### config.mk
export PLATFORM = sky130hd
export DESIGN_NAME = sobel_window_fetch
export DESIGN_NICKNAME = d
export VERILOG_FILES = /design/src/rtl/sobel_window_fetch.sv
export SDC_FILE = /design/constraint.sdc
export NUM_CORES = 1
export LEC_CHECK = 0
export ABC_CLOCK_PERIOD_IN_PS = 4850
export BUFFER_PORTS_ARGS = -buffer_cell sky130_fd_sc_hd__buf_4
export CAP_MARGIN = 20
export CORE_UTILIZATION = 30
export CTS_CLUSTER_DIAMETER = 100
export DETAILED_ROUTE_END_ITERATION = 12
export GPL_ROUTABILITY_DRIVEN = 0
export HOLD_SLACK_MARGIN = 0.05
export SETUP_SLACK_MARGIN = 0.3
export SYNTH_ARGS = -nofsm -noshare
export SYNTH_HDL_FRONTEND = slang
export SYNTH_SLANG_ARGS = --single-unit
### constraint.sdc
create_clock -name clk -period 4.85 [get_ports clk]
set_input_delay 0.485 -clock clk [delete_from_list [all_inputs] [get_ports clk]]
set_output_delay 0.485 -clock clk [all_outputs]
set_load 0.02 [all_outputs]
### src/rtl/sobel_window_fetch.sv
// Scans a stored frame in raster order and emits one 3x3 neighbourhood per interior pixel.
// Latency: first window 11 cycles after start, then 5 cycles per in-row step, 11 per new row.
// Backpressure: while win_valid & !win_ready the window holds and no RAM reads are issued.
module sobel_window_fetch #(
    parameter int AW    = 12,
    parameter int DW    = 8,
    parameter int IMG_W = 64,
    parameter int IMG_H = 64
) (
    input  logic              clk,
    input  logic              rst,
    input  logic              start,
    output logic              busy,
    output logic              done,
    output logic [AW-1:0]     ram_addr_read,
    output logic              ram_rw,
    input  logic [DW-1:0]     ram_data_out,
    output logic              win_valid,
    input  logic              win_ready,
    output logic [9*DW-1:0]   win_data,
    output logic [AW-1:0]     win_row,
    output logic [AW-1:0]     win_col
);

    typedef enum logic [2:0] {
        S_IDLE,
        S_FILL,
        S_STEP,
        S_WAIT,
        S_PRESENT,
        S_DONE
    } state_t;

    localparam logic [AW-1:0] LAST_COL = AW'(IMG_W - 2);
    localparam logic [AW-1:0] LAST_ROW = AW'(IMG_H - 2);

    state_t            state_q;
    logic [AW-1:0]     row_q, col_q;
    logic [1:0]        rd_r_q, rd_c_q;
    logic [AW-1:0]     addr_q;
    logic              cap_vld_q;
    logic [3:0]        cap_slot_q;
    logic [9*DW-1:0]   win_q;
    logic              win_vld_q, busy_q, done_q, rw_q;

    logic [1:0]        fill_r_d, fill_c_d;
    logic [AW-1:0]     fill_addr_d, step_addr_d;
    logic [3:0]        rd_slot_d;

    // Linear frame address, truncated to the RAM address width.
    function automatic logic [AW-1:0] pix_addr(input logic [AW-1:0] r, input logic [AW-1:0] c);
        logic [31:0] a;
        a = 32'(r) * 32'(IMG_W) + 32'(c);
        return a[AW-1:0];
    endfunction

    // Next read position within the 3x3 block, and the window slot the current read lands in.
    always_comb begin
        fill_c_d    = (rd_c_q == 2'd2) ? 2'd0 : rd_c_q + 2'd1;
        fill_r_d    = (rd_c_q == 2'd2) ? rd_r_q + 2'd1 : rd_r_q;
        fill_addr_d = pix_addr(row_q - AW'(1) + AW'(fill_r_d), col_q - AW'(1) + AW'(fill_c_d));
        step_addr_d = pix_addr(row_q + AW'(rd_r_q), col_q + AW'(1));
        rd_slot_d   = 4'(rd_r_q) * 4'd3 + 4'(rd_c_q);
    end

    // Scan FSM: issues reads, tracks the centre, captures returning pixels one cycle later.
    always_ff @(posedge clk or posedge rst) begin
        if (rst) begin
            state_q    <= S_IDLE;
            row_q      <= '0;
            col_q      <= '0;
            rd_r_q     <= '0;
            rd_c_q     <= '0;
            addr_q     <= '0;
            cap_vld_q  <= 1'b0;
            cap_slot_q <= '0;
            win_q      <= '0;
            win_vld_q  <= 1'b0;
            busy_q     <= 1'b0;
            done_q     <= 1'b0;
            rw_q       <= 1'b0;
        end else begin
            case (state_q)
                S_IDLE: begin
                    if (start) begin
                        state_q <= S_FILL;
                        row_q   <= AW'(1);
                        col_q   <= AW'(1);
                        rd_r_q  <= 2'd0;
                        rd_c_q  <= 2'd0;
                        addr_q  <= '0;
                        busy_q  <= 1'b1;
                        rw_q    <= 1'b1;
                    end
                end
                S_FILL: begin
                    cap_vld_q  <= 1'b1;
                    cap_slot_q <= rd_slot_d;
                    if (rd_r_q == 2'd2 && rd_c_q == 2'd2) begin
                        state_q <= S_WAIT;
                    end else begin
                        rd_r_q <= fill_r_d;
                        rd_c_q <= fill_c_d;
                        addr_q <= fill_addr_d;
                    end
                end
                S_STEP: begin
                    cap_vld_q  <= 1'b1;
                    cap_slot_q <= rd_slot_d;
                    if (rd_r_q == 2'd2) begin
                        state_q <= S_WAIT;
                    end else begin
                        rd_r_q <= rd_r_q + 2'd1;
                        addr_q <= step_addr_d;
                    end
                end
                S_WAIT: begin
                    cap_vld_q <= 1'b0;
                    win_vld_q <= 1'b1;
                    state_q   <= S_PRESENT;
                end
                S_PRESENT: begin
                    if (win_ready) begin
                        win_vld_q <= 1'b0;
                        if (col_q == LAST_COL) begin
                            if (row_q == LAST_ROW) begin
                                state_q <= S_DONE;
                                done_q  <= 1'b1;
                                busy_q  <= 1'b0;
                                rw_q    <= 1'b0;
                            end else begin
                                state_q <= S_FILL;
                                row_q   <= row_q + AW'(1);
                                col_q   <= AW'(1);
                                rd_r_q  <= 2'd0;
                                rd_c_q  <= 2'd0;
                                addr_q  <= pix_addr(row_q, '0);
                            end
                        end else begin
                            // Slide left by one column; the new right column is refetched.
                            state_q <= S_STEP;
                            col_q   <= col_q + AW'(1);
                            rd_r_q  <= 2'd0;
                            rd_c_q  <= 2'd2;
                            addr_q  <= pix_addr(row_q - AW'(1), col_q + AW'(2));
                            for (int r = 0; r < 3; r++) begin
                                win_q[DW*(3*r)   +: DW] <= win_q[DW*(3*r+1) +: DW];
                                win_q[DW*(3*r+1) +: DW] <= win_q[DW*(3*r+2) +: DW];
                            end
                        end
                    end
                end
                S_DONE: begin
                    done_q  <= 1'b0;
                    state_q <= S_IDLE;
                end
                default: state_q <= S_IDLE;
            endcase
            if (cap_vld_q) begin
                win_q[DW*int'(cap_slot_q) +: DW] <= ram_data_out;
            end
        end
    end

    assign busy          = busy_q;
    assign done          = done_q;
    assign ram_addr_read = addr_q;
    assign ram_rw        = rw_q;
    assign win_valid     = win_vld_q;
    assign win_data      = win_q;
    assign win_row       = row_q;
    assign win_col       = col_q;

endmodule

### Word level (Yosys, flattened, before mapping)

Index checks and enable logic that the tools add are counted.

* register bits: 123
* input bits: 12
* word-level logic and storage cells: 126

* add/subtract/negate cells: 15
* $mul: 1
* eq/ne operators: 19
* shift operators: 2
* mux-type cells: 59
* reductions and logical operators: 17

Operators by type and width (count)
* two-way mux 12 bit: 13
* two-way mux 16 bit: 9
* bitwise mux 72 bit: 1
* variable shift 8 x 33 -> 72 bit, first input constant: 1
* variable part select 8 x 33 -> 72 bit: 1
* two-way mux 64 bit: 1
* case mux 12 bit (2 select lines): 2
* case mux 12 bit (4 select lines): 1
* adder 12 bit: 3
* negation 7 -> 33 bit: 1
* adder 12 x 1 -> 12 bit, second input constant: 2
* == test 12 x 6 -> 1 bit, second input constant: 2
* two-way mux 2 bit: 11
* two-way mux 3 bit: 6
* != test 2 bit, second input constant: 9
* case mux 3 bit (5 select lines): 1
* AND reduction 5 bit: 3
* adder 12 x 2 -> 12 bit: 1
* adder 12 x 2 -> 12 bit, second input constant: 1
* adder 6 x 2 -> 6 bit: 2
* AND reduction 4 bit: 3
* subtractor 12 x 1 -> 12 bit, second input constant: 1
* two-way mux 1 bit: 8
* case mux 1 bit (2 select lines): 4
* other kinds (19): 26

### Logic depth before layout (Yosys ltp)

Gate-level depths: netlist of the first run.

* word-level depth: 6
* mapped depth: 16
* mapped depth without buffers: 16

### Worst setup path before layout of the first run

OpenSTA, ideal clock, no wires.

* kind: register to register
* start: reg row_q[0], in the netlist win_row[0]
* end: reg addr_q[8], in the netlist ram_addr_read[8]
* setup time: 0.127 ns
* arrival: 3.103 ns
* data required time: 4.723 ns
* slack: 1.620 ns
* cell stages (with the launch flop): 16
* path through: dfrtp_1 inv_1 ha_1 inv_1 fa_1 inv_1 ha_1 inv_1 ha_1 o21ai_0 nand2b_1 a21boi_0 o21ai_0 xnor2_1 a211oi_1 o21ai_0

* word-level cells in the longest chain between the ends: 5
* elaborated cells between the ends (all ways): 14

RTL lines
* from (decl): line 38 `logic [AW-1:0] row_q, col_q;`
* from (signal assigned): line 133 `row_q <= row_q + AW'(1);`
* subtractor 6 x 1 -> 6 bit: line 61, 145
* adder 6 x 2 -> 6 bit / adder 12 bit (equally long branches): line 61, 53
* adder 12 bit / two-way mux 12 bit (equally long branches): line 53, 125
* two-way mux 12 bit, on equally long branches: line 99, 123
* case mux 12 bit (4 select lines): line 83 `case (state_q)`
* to (signal assigned): line 104 `addr_q <= fill_addr_d;`
* to (signal assigned): line 114 `addr_q <= step_addr_d;`
* to (signal assigned): line 137 `addr_q <= pix_addr(row_q, '0);`
* to (decl): line 40 `logic [AW-1:0] addr_q;`

Several ways; a longest one is shown, not always the timed one. The select of a mux whose other input is x is not followed.
A chain may end at the register's enable or synchronous reset.

### Worst setup path after layout of the first run

* start: reg rd_r_q[0]
* end: reg addr_q[11], in the netlist ram_addr_read[11]

* word-level cells in the longest chain between the ends: 6
* elaborated cells between the ends (all ways): 14

RTL lines
* from (decl): line 39 `logic [1:0] rd_r_q, rd_c_q;`
* from (signal assigned): line 102 `rd_r_q <= fill_r_d;`
* from (signal assigned): line 113 `rd_r_q <= rd_r_q + 2'd1;`
* adder 2 x 1 -> 2 bit: line 60 `fill_r_d = (rd_c_q == 2'd2) ? rd_r_q + 2'd1 : rd_r_q;`
* two-way mux 2 bit: line 60
* adder 6 x 2 -> 6 bit: line 61 `fill_addr_d = pix_addr(row_q - AW'(1) + AW'(fill_r_d), col_q - AW'(1) + AW'(fill_c_d));`
* adder 12 bit: line 53 `a = 32'(r) * 32'(IMG_W) + 32'(c);`
* two-way mux 12 bit: line 99 `if (rd_r_q == 2'd2 && rd_c_q == 2'd2) begin`
* case mux 12 bit (4 select lines): line 83

Several ways; a longest one is shown, not always the timed one. The select of a mux whose other input is x is not followed.

==> out/qor.log, run 1 <==
INFO  yosys          synth.ff_latch_count=123
INFO  worst_setup_path timing.reg2reg.worst_path_depth=16
INFO  worst_setup_path crit_buf_inv=2
INFO  sta            setup-tns-final=0ps
INFO  cts            cts_max_path_buffers=2
INFO  sta            setup_failing_eps_final=0
INFO  worst_setup_path worstPathRequired=5120ps
INFO  placement      portBuffers=123
INFO  yosys          async_flop_share=100%
INFO  yosys          synth.lib_cells_used.distinct=66
INFO  sta            finalHoldViolCount=0
INFO  drt            dr_total_vias=6720
INFO  worst_setup_path critPathArrivalTime=3830ps
INFO  yosys          syn_avg_cell_area=8.89µm²
INFO  global_routing overflow=0
INFO  global_routing grt_pass1_wl=35900µm
INFO  cts            cts-htree-levels=4
INFO  cts            numCtsBuffers=17
INFO  yosys          synth_ff_type=sky130_fd_sc_hd__dfrtp_1
INFO  sta            worst_hold_slack=54.8ps
INFO  sta            rsz0062_at_grt=false
INFO  worst_setup_path regToRegSetupSlack=1290ps
INFO  worst_setup_path timing.setup.critical_path_class=flip-flop to flip-flop
INFO  sta            timing.final.ws_setup=1290ps
INFO  finish         share_of_cells_above_drive_strength_1=19.5%
INFO  cts            cts_hold_buffers=0
INFO  finish         final_util=38.0%
INFO  worst_setup_path timing.critical_path.fanout_max=6
INFO  floorplanning  die_width=161µm
INFO  floorplanning  initial_utilization=30.9%
INFO  worst_hold_path hold_path_class=input pin to asynchronous set/reset pin
INFO  global_routing grt_max_degree=77
INFO  finish         area_growth_syn_to_layout=22.8%
INFO  sta            maxSlewHeadroom=33.4%
INFO  drt            post_dr_vias_cell=5.19
INFO  global_routing via_count_of_the_first_global_routing_pass=6296
INFO  finish         layout.nets=1021
INFO  placement      dpl_worst_slack=1290ps
INFO  worst_setup_path critical_path.reg2reg.endpoint=ram_addr_read[11]
INFO  worst_setup_path cp_common_cell=sky130_fd_sc_hd__ha_1
INFO  worst_setup_path worstReg2RegStart=rd_r_q[0]
INFO  global_routing track_usage=17.6%
INFO  worst_setup_path path_delay_family=adder cells
INFO  worst_setup_path crit_path_cell_trace=inv_1 -> ha_1 -> o21ai_0 -> ha_1 -> a21o_1 -> nand2_1 -> xor2_1 -> ha_1 -> inv_1 -> ha_1 -> a21o_1 -> a21oi_1 -> o21ai_0 -> xnor2_1 -> nand2_1 -> o311ai_0
INFO  cts            insertion_delay=430ps
INFO  finish         layout_common_cells=138 x sky130_fd_sc_hd__nand2_1, 129 x sky130_fd_sc_hd__buf_4, 123 x sky130_fd_sc_hd__dfrtp_1, 86 x sky130_fd_sc_hd__o21ai_0, 60 x sky130_fd_sc_hd__a21oi_1
INFO  placement      detailed_place.area=8770µm²
INFO  yosys          synth.area.top_cells=sky130_fd_sc_hd__dfrtp_1 40%, sky130_fd_sc_hd__ha_1 7.4%, sky130_fd_sc_hd__nand2_1 6.9%
INFO  worst_setup_path start_kind=flip-flop
INFO  drt            firstDrtPassIters=5
INFO  drt            drt-initial-drc-count=557
INFO  sta            final_max_slew_viol_count=0
INFO  placement      place.detailed.hpwl=16100µm
INFO  flow_run       max_cap_violations=0
INFO  drt            detail_route.wirelength=22600µm
INFO  yosys          sequential_share_of_the_synthesized_area=40.4%
INFO  sta            tightest_slew=996ps
INFO  power_and_ir_drop power_per_cell_area=702nW/µm²
INFO  sta            fin_crit_sh=73.5%
INFO  sta            period_needed=3560ps
INFO  yosys          total_nets_after_synthesis=920
INFO  global_routing antenna_found_initial=0
INFO  floorplanning  die_height=161µm
INFO  yosys          synthesis.yosys.warnings=0
INFO  floorplanning  num_io_pins=124
INFO  yosys          post-synth-top-area-fraction=40.4%
INFO  power_and_ir_drop p_leak=4.47nW
INFO  sta            maxClockFrequency=281MHz
INFO  sta            finClkSkew=12.6ps
INFO  status         run_status=finished, final reports clean
INFO  finish         antenna_cells=0
INFO  drt            post-route-drc-count=0
INFO  drt            residual_antenna_violating_net_count_after_detailed_routing=0
INFO  cts            post-cts-setup-buffers=0
INFO  yosys          synthCells=857
INFO  cts            clock-sinks=123
INFO  floorplanning  placementRows=57
INFO  worst_setup_path slowest_stage=sky130_fd_sc_hd__dfrtp_1
INFO  cts            cts_tree=done
INFO  drt            wire_per_inst=17.4µm
INFO  yosys          synth_top_area_cell=sky130_fd_sc_hd__dfrtp_1
INFO  cts            root_buffer=sky130_fd_sc_hd__clkbuf_16
INFO  power_and_ir_drop irDropWorstVdd=0.323mV
INFO  yosys          count_of_flip_flops_with_a_built_in_enable_after_synthesis=0
INFO  cts            ctsResizeCount=0
INFO  finish         final_design_area_no_fill=9350µm²
INFO  floorplanning  total_die_area=26000µm²
INFO  yosys          mappedNetlistArea=7610µm²
INFO  floorplanning  area_of_the_core_region=24600µm²
INFO  worst_setup_path worst_path_largest_cell_delay=480ps
INFO  finish         final.fill_count=2501
INFO  worst_setup_path endpoint_kind=flip-flop
INFO  cts            cts.reportedPaths.clkPinSlew=60ps
INFO  finish         layout.cells.most_common=sky130_fd_sc_hd__nand2_1
## metal layers
metal  up-vias  part of all wire [%]  track usage (%)
met2       216                    45             26.5
met3        35                   6.4             4.24
met1      3249                    47             24.9
met5         -                     0                0
met4         0                   1.8             5.36
li1       3220                     -                -
## worst reg2reg max path: stages, from the launching register on
cell and delay [ps]:
sky130_fd_sc_hd__dfrtp_1 480, sky130_fd_sc_hd__inv_1 110, sky130_fd_sc_hd__ha_1 320, sky130_fd_sc_hd__o21ai_0 410
sky130_fd_sc_hd__ha_1 330, sky130_fd_sc_hd__a21o_1 160, sky130_fd_sc_hd__nand2_1 100, sky130_fd_sc_hd__xor2_1 80
sky130_fd_sc_hd__ha_1 280, sky130_fd_sc_hd__inv_1 40, sky130_fd_sc_hd__ha_1 340, sky130_fd_sc_hd__a21o_1 210
sky130_fd_sc_hd__a21oi_1 120, sky130_fd_sc_hd__o21ai_0 110, sky130_fd_sc_hd__xnor2_1 140, sky130_fd_sc_hd__nand2_1 70
sky130_fd_sc_hd__o311ai_0 120
## logic make-up after synthesis
group                    count (synthesis)  share of synthesized area (%)
AND/OR/NAND/NOR                        284                           17.7
AO/OA/AOI/OAI                          226                           17.3
flip-flops                             123                           40.4
buffers and inverters                   86                           4.85
adder cells (fa/ha/maj)                 51                           8.97
XOR/XNOR                                48                           5.52
multiplexers                            39                           5.29
## synth_stat cells (all sizes together) (15+ instances only)
cell,instances
mux2i,29
xnor2,31
clkbuf,29
ha,45
xor2,17
nand3,36
a21oi,60
a31oi,26
inv,38
o21ai,88
nand2,139
dfrtp,123
a21o,15
nor2,36
buf,18
## registers in the layout, summed over array words and instances (netlist names)
signal         cells
win_data          72
win_row           12
ram_rw             1
done               1
cap_vld_q          1
win_col           12
state_q            3
win_valid          1
rd_c_q             2
cap_slot_q         4
rd_r_q             2
ram_addr_read     12
## metrics by stage
step | std cells | power [mW]
2_1_floorplan | 857 | 4.20
3_3_place_gp | 1261 | 5.30
3_5_place_dp | 1262 | 5.35
4_1_cts | 1294 | 6.59
5_1_grt | 1295 | 7.07
6_report | 1295 | 6.56
## where the power goes
group,switching [mW],internal [mW],total (mW)
registers,0.386,1.37,1.76
clock network,0.535,0.678,1.21
logic,2.12,1.47,3.59
## area by class of cell
| type | count | area [µm²] | area share (%) |
|---|---|---|---|
| Timing Repair Buffer | 130 | 996 | 10.7 |
| Multi-Input combinational cell | 648 | 4170 | 44.6 |
| Clock inverter | 13 | 109 | 1.16 |
| Clock buffer | 19 | 443 | 4.74 |
| Tap cell | 324 | 405 | 4.34 |
| Inverter | 38 | 145 | 1.55 |
| Sequential cell | 123 | 3080 | 32.9 |
## worst max-delay path by stage
| stage | cells past startpoint | start | to |
|---|---|---|---|
| final | 16 | rd_r_q[0] | ram_addr_read[11] |
| after global routing | 16 | rd_r_q[0] | ram_addr_read[11] |
| after CTS | 16 | rd_r_q[0] | ram_addr_read[11] |
| after detailed placement | 16 | rd_r_q[0] | ram_addr_read[11] |
| after global placement | 16 | rd_r_q[0] | ram_addr_read[11] |
| after floorplan | 1 | rst | cap_slot_q[0] |
Power figures use the tool's default switching activity.
==> run 2: changes to the inputs <==
--- a/config.mk
+++ b/config.mk
@@ -5,7 +5,7 @@
 export SDC_FILE = /design/constraint.sdc
 export NUM_CORES = 1
 export LEC_CHECK = 0
-export ABC_CLOCK_PERIOD_IN_PS = 4850
+export ABC_CLOCK_PERIOD_IN_PS = 3200
 export BUFFER_PORTS_ARGS = -buffer_cell sky130_fd_sc_hd__buf_4
 export CAP_MARGIN = 20
 export CORE_UTILIZATION = 30
==> constraint.sdc (replaced) <==
create_clock -name clk -period 3.2 [get_ports clk]
set_input_delay 0.32 -clock clk [delete_from_list [all_inputs] [get_ports clk]]
set_output_delay 0.32 -clock clk [all_outputs]
set_load 0.02 [all_outputs]
==> run 2 against run 1 <==
  * Flip-flop and latch count unchanged
  * Register-to-register slack worse by 1000 ps
  * Clock-buffer cell count down 2
  * Sequential share of layout area fell by 1.9 points
  * Fmax grew 22%
  * First-iteration DRC count shrank 6.1%
  * Utilization rose by 2.4 points
  * Cell area increased by 6.2%
  * Critical path depth decreased by 3
  * Combinational power rose by 76%
  * Critical path type unchanged
==> out/qor.log, run 2 (synthesis results as in run 1) <==
INFO  worst_hold_path hold_path_class=input pin to asynchronous set/reset pin
INFO  global_routing grt_pass1_wl=37600µm
INFO  worst_setup_path path_delay_family=adder cells
INFO  floorplanning  total_die_area=26000µm²
INFO  placement      detailed_place.area=9100µm²
INFO  drt            post-route-drc-count=0
INFO  finish         antenna_cells=0
INFO  worst_setup_path critPathArrivalTime=3210ps
INFO  worst_setup_path worstReg2RegStart=rd_r_q[0]
INFO  sta            period_needed=2910ps
INFO  placement      place.detailed.hpwl=16400µm
INFO  drt            residual_antenna_violating_net_count_after_detailed_routing=0
INFO  worst_setup_path crit_path_cell_trace=buf_6 -> xnor2_4 -> ha_4 -> fa_1 -> inv_2 -> ha_4 -> inv_2 -> ha_4 -> nor3_1 -> o21ai_0 -> a31oi_1 -> xor2_1 -> o21ai_0
INFO  finish         multiInputGateArea=4350µm²
INFO  floorplanning  area_of_the_core_region=24600µm²
INFO  status         run_status=finished, final reports clean
INFO  worst_setup_path worst_path_largest_cell_delay=500ps
INFO  global_routing track_usage=18.4%
INFO  finish         largest_register_ff_count=72
INFO  cts            cts-htree-levels=4
INFO  floorplanning  num_io_pins=124
INFO  global_routing grt_max_degree=124
INFO  worst_setup_path timing.critical_path.fanout_max=3
INFO  flow_run       max_cap_violations=0
INFO  finish         layout_common_cells=170 x sky130_fd_sc_hd__buf_4, 137 x sky130_fd_sc_hd__nand2_1, 118 x sky130_fd_sc_hd__dfrtp_1, 81 x sky130_fd_sc_hd__o21ai_0, 60 x sky130_fd_sc_hd__a21oi_1
INFO  sta            setup-tns-final=0ps
INFO  power_and_ir_drop p_leak=4.75nW
INFO  drt            dr_total_vias=6893
INFO  floorplanning  die_height=161µm
INFO  finish         layout.cells.most_common=sky130_fd_sc_hd__buf_4
INFO  finish         final_design_area_no_fill=9930µm²
INFO  finish         final.fill_count=2417
INFO  drt            firstDrtPassIters=5
INFO  power_and_ir_drop irDropWorstVdd=0.542mV
INFO  sta            finalHoldViolCount=0
INFO  placement      portBuffers=123
INFO  cts            root_buffer=sky130_fd_sc_hd__clkbuf_16
INFO  cts            numCtsBuffers=17
INFO  sta            fin_crit_sh=91.0%
INFO  sta            final_max_slew_viol_count=0
INFO  cts            cts_tree=done
INFO  sta            maxClockFrequency=343MHz
INFO  worst_setup_path slowest_stage=sky130_fd_sc_hd__fa_1
INFO  drt            post_dr_vias_cell=5.15
INFO  global_routing overflow=0
INFO  worst_setup_path crit_buf_inv=3
INFO  floorplanning  placementRows=57
INFO  sta            finClkSkew=18.9ps
INFO  worst_setup_path worstPathRequired=3500ps
INFO  global_routing via_count_of_the_first_global_routing_pass=6813
INFO  sta            setup_failing_eps_final=0
INFO  finish         layout.nets=1065
INFO  worst_setup_path cp_common_cell=sky130_fd_sc_hd__ha_4
INFO  cts            cts_max_path_buffers=2
INFO  worst_setup_path regToRegSetupSlack=290ps
INFO  global_routing antenna_found_initial=0
INFO  cts            cts.reportedPaths.clkPinSlew=60ps
INFO  worst_setup_path critical_path.reg2reg.endpoint=ram_addr_read[9]
INFO  floorplanning  die_width=161µm
INFO  sta            rsz0062_at_grt=true
INFO  drt            detail_route.wirelength=23200µm
INFO  worst_setup_path timing.setup.critical_path_class=flip-flop to flip-flop
INFO  finish         share_of_cells_above_drive_strength_1=26.2%
INFO  finish         register_area=3080µm²
INFO  sta            worst_hold_slack=97.3ps
INFO  sta            maxSlewHeadroom=35.7%
INFO  cts            clock-sinks=123
INFO  cts            insertion_delay=440ps
INFO  sta            tightest_slew=960ps
INFO  worst_setup_path start_kind=flip-flop
INFO  drt            drt-initial-drc-count=523
INFO  worst_setup_path timing.reg2reg.worst_path_depth=13
INFO  finish         area_growth_syn_to_layout=30.4%
INFO  power_and_ir_drop power_per_cell_area=1100nW/µm²
INFO  worst_setup_path endpoint_kind=flip-flop
INFO  drt            wire_per_inst=17.3µm
INFO  floorplanning  initial_utilization=30.9%
INFO  cts            cts_hold_buffers=0
-- run 2: changes by cell type in the layout (fill, tap and decap cells not counted), sizes merged --
| cell | delta |
|---|---|
| inv | +6 |
| clkinv | -5 |
| clkbuf | -2 |
| bufinv | +1 |
| buf | +44 |
-- run 2: layout make-up --
class / instances / share of cell area (%)
clock buffer: 17 / 4.28
timing repair buffer: 174 / 13.6
tap: 324 / 4.08
clock inverter: 15 / 1.69
multi-input combinational: 648 / 43.8
sequential: 123 / 31.0
inverter: 38 / 1.50
-- run 2: metrics by stage --
step                setup slack [ps]  total power, mW  util [%]  instances
finish                           289             10.9      40.4       1339
global route                     170             11.7      40.4       1339
CTS                              256             10.8      40.0       1335
detailed placement              72.6             8.43      37.0       1294
global placement                 193             8.34      37.0       1293
floorplan                        275             6.51         -        857
-- run 2: timing repair --
action / CTS / global route
setup endpoints to repair: 4 / 32
resized for setup: 15 / 11
buffers inserted: 9 / 4
pin swaps: 17 / 7
-- run 2: tightest hold or removal path, cell delays in order --
cell,delay (ps)
sky130_fd_sc_hd__buf_4,120
sky130_fd_sc_hd__clkinvlp_4,70
sky130_fd_sc_hd__buf_12,500
-- run 2: worst max-delay path by stage --
stage | from | end | slack, ps | cells past startpoint
floorplan | rd_c_q[0] | ram_addr_read[8] | 270 | 15
global placement | rd_c_q[1] | ram_addr_read[8] | 190 | 15
detailed placement | rd_c_q[0] | ram_addr_read[8] | 70 | 15
CTS | rd_r_q[0] | ram_addr_read[8] | 260 | 15
global route | rd_c_q[0] | ram_addr_read[11] | 170 | 16
finish | rd_r_q[0] | ram_addr_read[9] | 290 | 13
-- run 2: power by group --
part | switching, mW | internal (mW) | total (mW)
logic | 3.59 | 2.73 | 6.32
clock network | 0.883 | 1.12 | 2.00
registers | 0.474 | 2.09 | 2.56
-- run 2: metal layers --
metal,vias up,part of all wire [%],global-route usage [%],wire length (µm)
met5,-,0,0,0
met4,0,1.2,4.97,272
met3,25,6.5,4.42,1510
met2,249,46,29.3,10800
met1,3310,46,24.8,10700
li1,3309,-,-,-
==> run 3: changes to the inputs <==
--- a/config.mk
+++ b/config.mk
@@ -5,6 +5,7 @@
 export SDC_FILE = /design/constraint.sdc
 export NUM_CORES = 1
 export LEC_CHECK = 0
+export ABC_AREA = 1
 export ABC_CLOCK_PERIOD_IN_PS = 3200
 export BUFFER_PORTS_ARGS = -buffer_cell sky130_fd_sc_hd__buf_4
 export CAP_MARGIN = 20
==> run 3 against run 2 <==
  * Synthesized cell count is 28% higher
  * First-iteration DRC count is 8.4% higher
  * Setup slack worse by 90 ps
  * Largest power group unchanged
  * Utilization is 1.4 points lower
==> out/qor.log, run 3 <==
INFO  cts            clock-sinks=123
INFO  worst_hold_path hold_path_class=input pin to asynchronous set/reset pin
INFO  yosys          synthMostInstantiatedCell=sky130_fd_sc_hd__nand2_1
INFO  global_routing via_count_of_the_first_global_routing_pass=7508
INFO  floorplanning  initial_utilization=30.6%
INFO  finish         multiInputGateArea=4450µm²
INFO  worst_setup_path timing.critical_path.fanout_max=3
INFO  yosys          mappedNetlistArea=8220µm²
INFO  finish         largest_register_ff_count=72
INFO  drt            detail_route.wirelength=26000µm
INFO  yosys          synthCells=1093
INFO  yosys          count_of_flip_flops_with_a_built_in_enable_after_synthesis=0
INFO  power_and_ir_drop p_leak=5.33nW
INFO  floorplanning  die_height=167µm
INFO  power_and_ir_drop power_report.internal_total=6.21mW
INFO  global_routing grt_pass1_wl=41100µm
INFO  finish         area_growth_syn_to_layout=27.6%
INFO  floorplanning  total_die_area=28100µm²
INFO  sta            rsz0062_at_grt=true
INFO  sta            finClkSkew=17.0ps
INFO  drt            wire_per_inst=16.2µm
INFO  sta            worst_hold_slack=35.1ps
INFO  global_routing overflow=0
INFO  power_and_ir_drop power.switching_fraction=48.8%
INFO  yosys          post_synth_most_frequent_cells=270 x sky130_fd_sc_hd__nand2_1, 153 x sky130_fd_sc_hd__inv_1, 123 x sky130_fd_sc_hd__dfrtp_1
INFO  flow_run       max_cap_violations=0
INFO  power_and_ir_drop power_frac_clock=15.7%
INFO  floorplanning  num_io_pins=124
INFO  finish         share_of_cells_above_drive_strength_1=22.4%
INFO  cts            numCtsBuffers=17
INFO  cts            cts-htree-levels=4
INFO  status         run_status=finished, final reports clean
INFO  global_routing track_usage=18.8%
INFO  yosys          synthesis.yosys.warnings=0
INFO  cts            cts_max_path_buffers=2
INFO  sta            setup-tns-final=0ps
INFO  drt            drt-initial-drc-count=567
INFO  drt            residual_antenna_violating_net_count_after_detailed_routing=0
INFO  global_routing antenna_found_initial=0
INFO  yosys          syn_avg_cell_area=7.52µm²
INFO  drt            firstDrtPassIters=5
INFO  power_and_ir_drop irDropWorstVdd=0.553mV
INFO  worst_setup_path endpoint_kind=flip-flop
INFO  finish         final.fill_count=2806
INFO  worst_setup_path critPathArrivalTime=3320ps
INFO  power_and_ir_drop seq_power_share=22.3%
INFO  yosys          synth.lib_cells_used.distinct=51
INFO  power_and_ir_drop power_frac_comb=61.9%
INFO  yosys          synth_ff_type=sky130_fd_sc_hd__dfrtp_1
INFO  yosys          synth.area.top_cells=sky130_fd_sc_hd__dfrtp_1 37%, sky130_fd_sc_hd__nand2_1 12%, sky130_fd_sc_hd__inv_1 7.0%
INFO  worst_setup_path worstPathRequired=3520ps
INFO  sta            maxSlewHeadroom=47.2%
INFO  cts            cts_tree=done
INFO  finish         layout.nets=1313
INFO  finish         register_area=3080µm²
INFO  placement      place.detailed.hpwl=18900µm
INFO  sta            setup_failing_eps_final=0
INFO  cts            insertion_delay=440ps
INFO  floorplanning  placementRows=60
INFO  sta            final_max_slew_viol_count=0
INFO  yosys          synth.ff_latch_count=123
INFO  yosys          async_flop_share=100%
INFO  sta            finalHoldViolCount=0
INFO  finish         antenna_cells=0
INFO  floorplanning  die_width=167µm
INFO  floorplanning  area_of_the_core_region=26900µm²
INFO  finish         layout.cells.most_common=sky130_fd_sc_hd__nand2_1
INFO  cts            cts.reportedPaths.clkPinSlew=70ps
INFO  drt            dr_total_vias=7916
INFO  finish         layout_common_cells=264 x sky130_fd_sc_hd__nand2_1, 167 x sky130_fd_sc_hd__buf_4, 139 x sky130_fd_sc_hd__inv_1, 119 x sky130_fd_sc_hd__dfrtp_1, 89 x sky130_fd_sc_hd__nor2_1
INFO  yosys          total_nets_after_synthesis=1156
INFO  power_and_ir_drop power_per_cell_area=1160nW/µm²
INFO  global_routing grt_max_degree=73
INFO  yosys          sequential_share_of_the_synthesized_area=37.5%
INFO  sta            fin_crit_sh=93.8%
INFO  worst_setup_path start_kind=flip-flop
INFO  power_and_ir_drop total_power=12.1mW
INFO  cts            root_buffer=sky130_fd_sc_hd__clkbuf_16
INFO  yosys          synth_top_area_cell=sky130_fd_sc_hd__dfrtp_1
INFO  drt            post_dr_vias_cell=4.94
INFO  sta            tightest_slew=791ps
INFO  power_and_ir_drop switching_power=5.91mW
INFO  sta            maxClockFrequency=333MHz
INFO  drt            post-route-drc-count=0
INFO  placement      portBuffers=123
INFO  yosys          post-synth-top-area-fraction=37.5%
INFO  cts            cts_hold_buffers=0
INFO  sta            period_needed=3000ps
INFO  worst_setup_path timing.setup.critical_path_class=flip-flop to flip-flop
[run 3: changes by cell type in the layout (fill, tap and decap cells not counted), sizes merged, moves of 10 or more]
cell and delta:
nand3 +37, a21oi -13, mux2i -26, mux2 -10, a21o -13, o21ai +13, o31ai +12, or3 -11
xnor2 -25, a31oi -17, nor2 +63, nand2 +136, inv +125
[run 3: cell type report]
class | instances | area share (%)
multi-input cells | 772 | 42.5
clock buffers | 17 | 4.06
inverters | 167 | 6.24
repair buffers | 169 | 12.3
clock inverters | 15 | 1.37
well taps | 341 | 4.07
flip-flops and latches | 123 | 29.4
[run 3: metal layers]
layer / up-vias / track usage [%] / wire, µm
li1: 3895 / - / -
met5: - / 0 / 0
met1: 3719 / 23.9 / 11400
met4: 0 / 5.11 / 362
met2: 274 / 32.5 / 12700
met3: 28 / 3.55 / 1560
[run 3: metrics by stage]
stage / worst slack (ps) / cells / area [µm²] / utilization (%)
floorplan: 303 / 1093 / 8270 / -
global placement: 121 / 1548 / 9600 / 35.7
detailed placement: 68.0 / 1548 / 9600 / 35.7
CTS: 258 / 1602 / 10400 / 38.7
global route: -4.22 / 1604 / 10500 / 39.0
finish: 198 / 1604 / 10500 / 39.0
[run 3: kinds of logic after synthesis]
family / synth area share [%]
XOR/XNOR: 2.77
AO/OA/AOI/OAI: 14.0
flip-flops: 37.5
AND/OR/NAND/NOR: 26.8
buffers and inverters: 10.3
multiplexers: 0.365
adder cells (fa/ha/maj): 8.31
[run 3: repair_timing]
item,4_1_cts,5_1_grt
resized for setup,14,27
endpoints found under the setup margin,4,15
setup buffers,22,2
pin swaps,18,20
[run 3: final timing paths]
path,startpoint,endpoint,slack [ps],cells past startpoint
setup / recovery,rd_r_q[0],ram_addr_read[9],200,20
hold / removal,rst,win_col[6],40,2
setup reg to reg,rd_r_q[0],ram_addr_read[9],200,20
hold reg to reg,ram_addr_read[9],ram_addr_read[9],480,2
max in group asynchronous,rst,win_data[32],2330,3
min in group clk,ram_data_out[5],win_data[45],150,3
[run 3: power groups by stage]
| stage | clock [mW] | sequential, mW | combinational [mW] |
|---|---|---|---|
| after detailed placement | 0 | 2.72 | 6.43 |
| final | 1.91 | 2.71 | 7.51 |
| after floorplan | 0 | 3.25 | 3.86 |
| after global routing | 2.00 | 2.78 | 8.30 |
| after global placement | 0 | 2.71 | 6.32 |
| after CTS | 1.94 | 2.69 | 7.00 |
[run 3: worst max-delay path, stage by stage, from the launching register on]
cell and delay (ps):
sky130_fd_sc_hd__dfrtp_2 410, sky130_fd_sc_hd__inv_2 70, sky130_fd_sc_hd__ha_4 280, sky130_fd_sc_hd__inv_4 40, sky130_fd_sc_hd__nand2_4 60, sky130_fd_sc_hd__o21ai_4 70
sky130_fd_sc_hd__fa_2 410, sky130_fd_sc_hd__xor2_1 170, sky130_fd_sc_hd__ha_1 310, sky130_fd_sc_hd__inv_2 40, sky130_fd_sc_hd__ha_4 280, sky130_fd_sc_hd__inv_4 50
sky130_fd_sc_hd__o21ai_4 140, sky130_fd_sc_hd__inv_2 60, sky130_fd_sc_hd__buf_4 130, sky130_fd_sc_hd__nand2_1 60, sky130_fd_sc_hd__nand2_1 60, sky130_fd_sc_hd__nand3_1 60
sky130_fd_sc_hd__nand3b_1 80, sky130_fd_sc_hd__nand2_1 80, sky130_fd_sc_hd__nand2_1 50
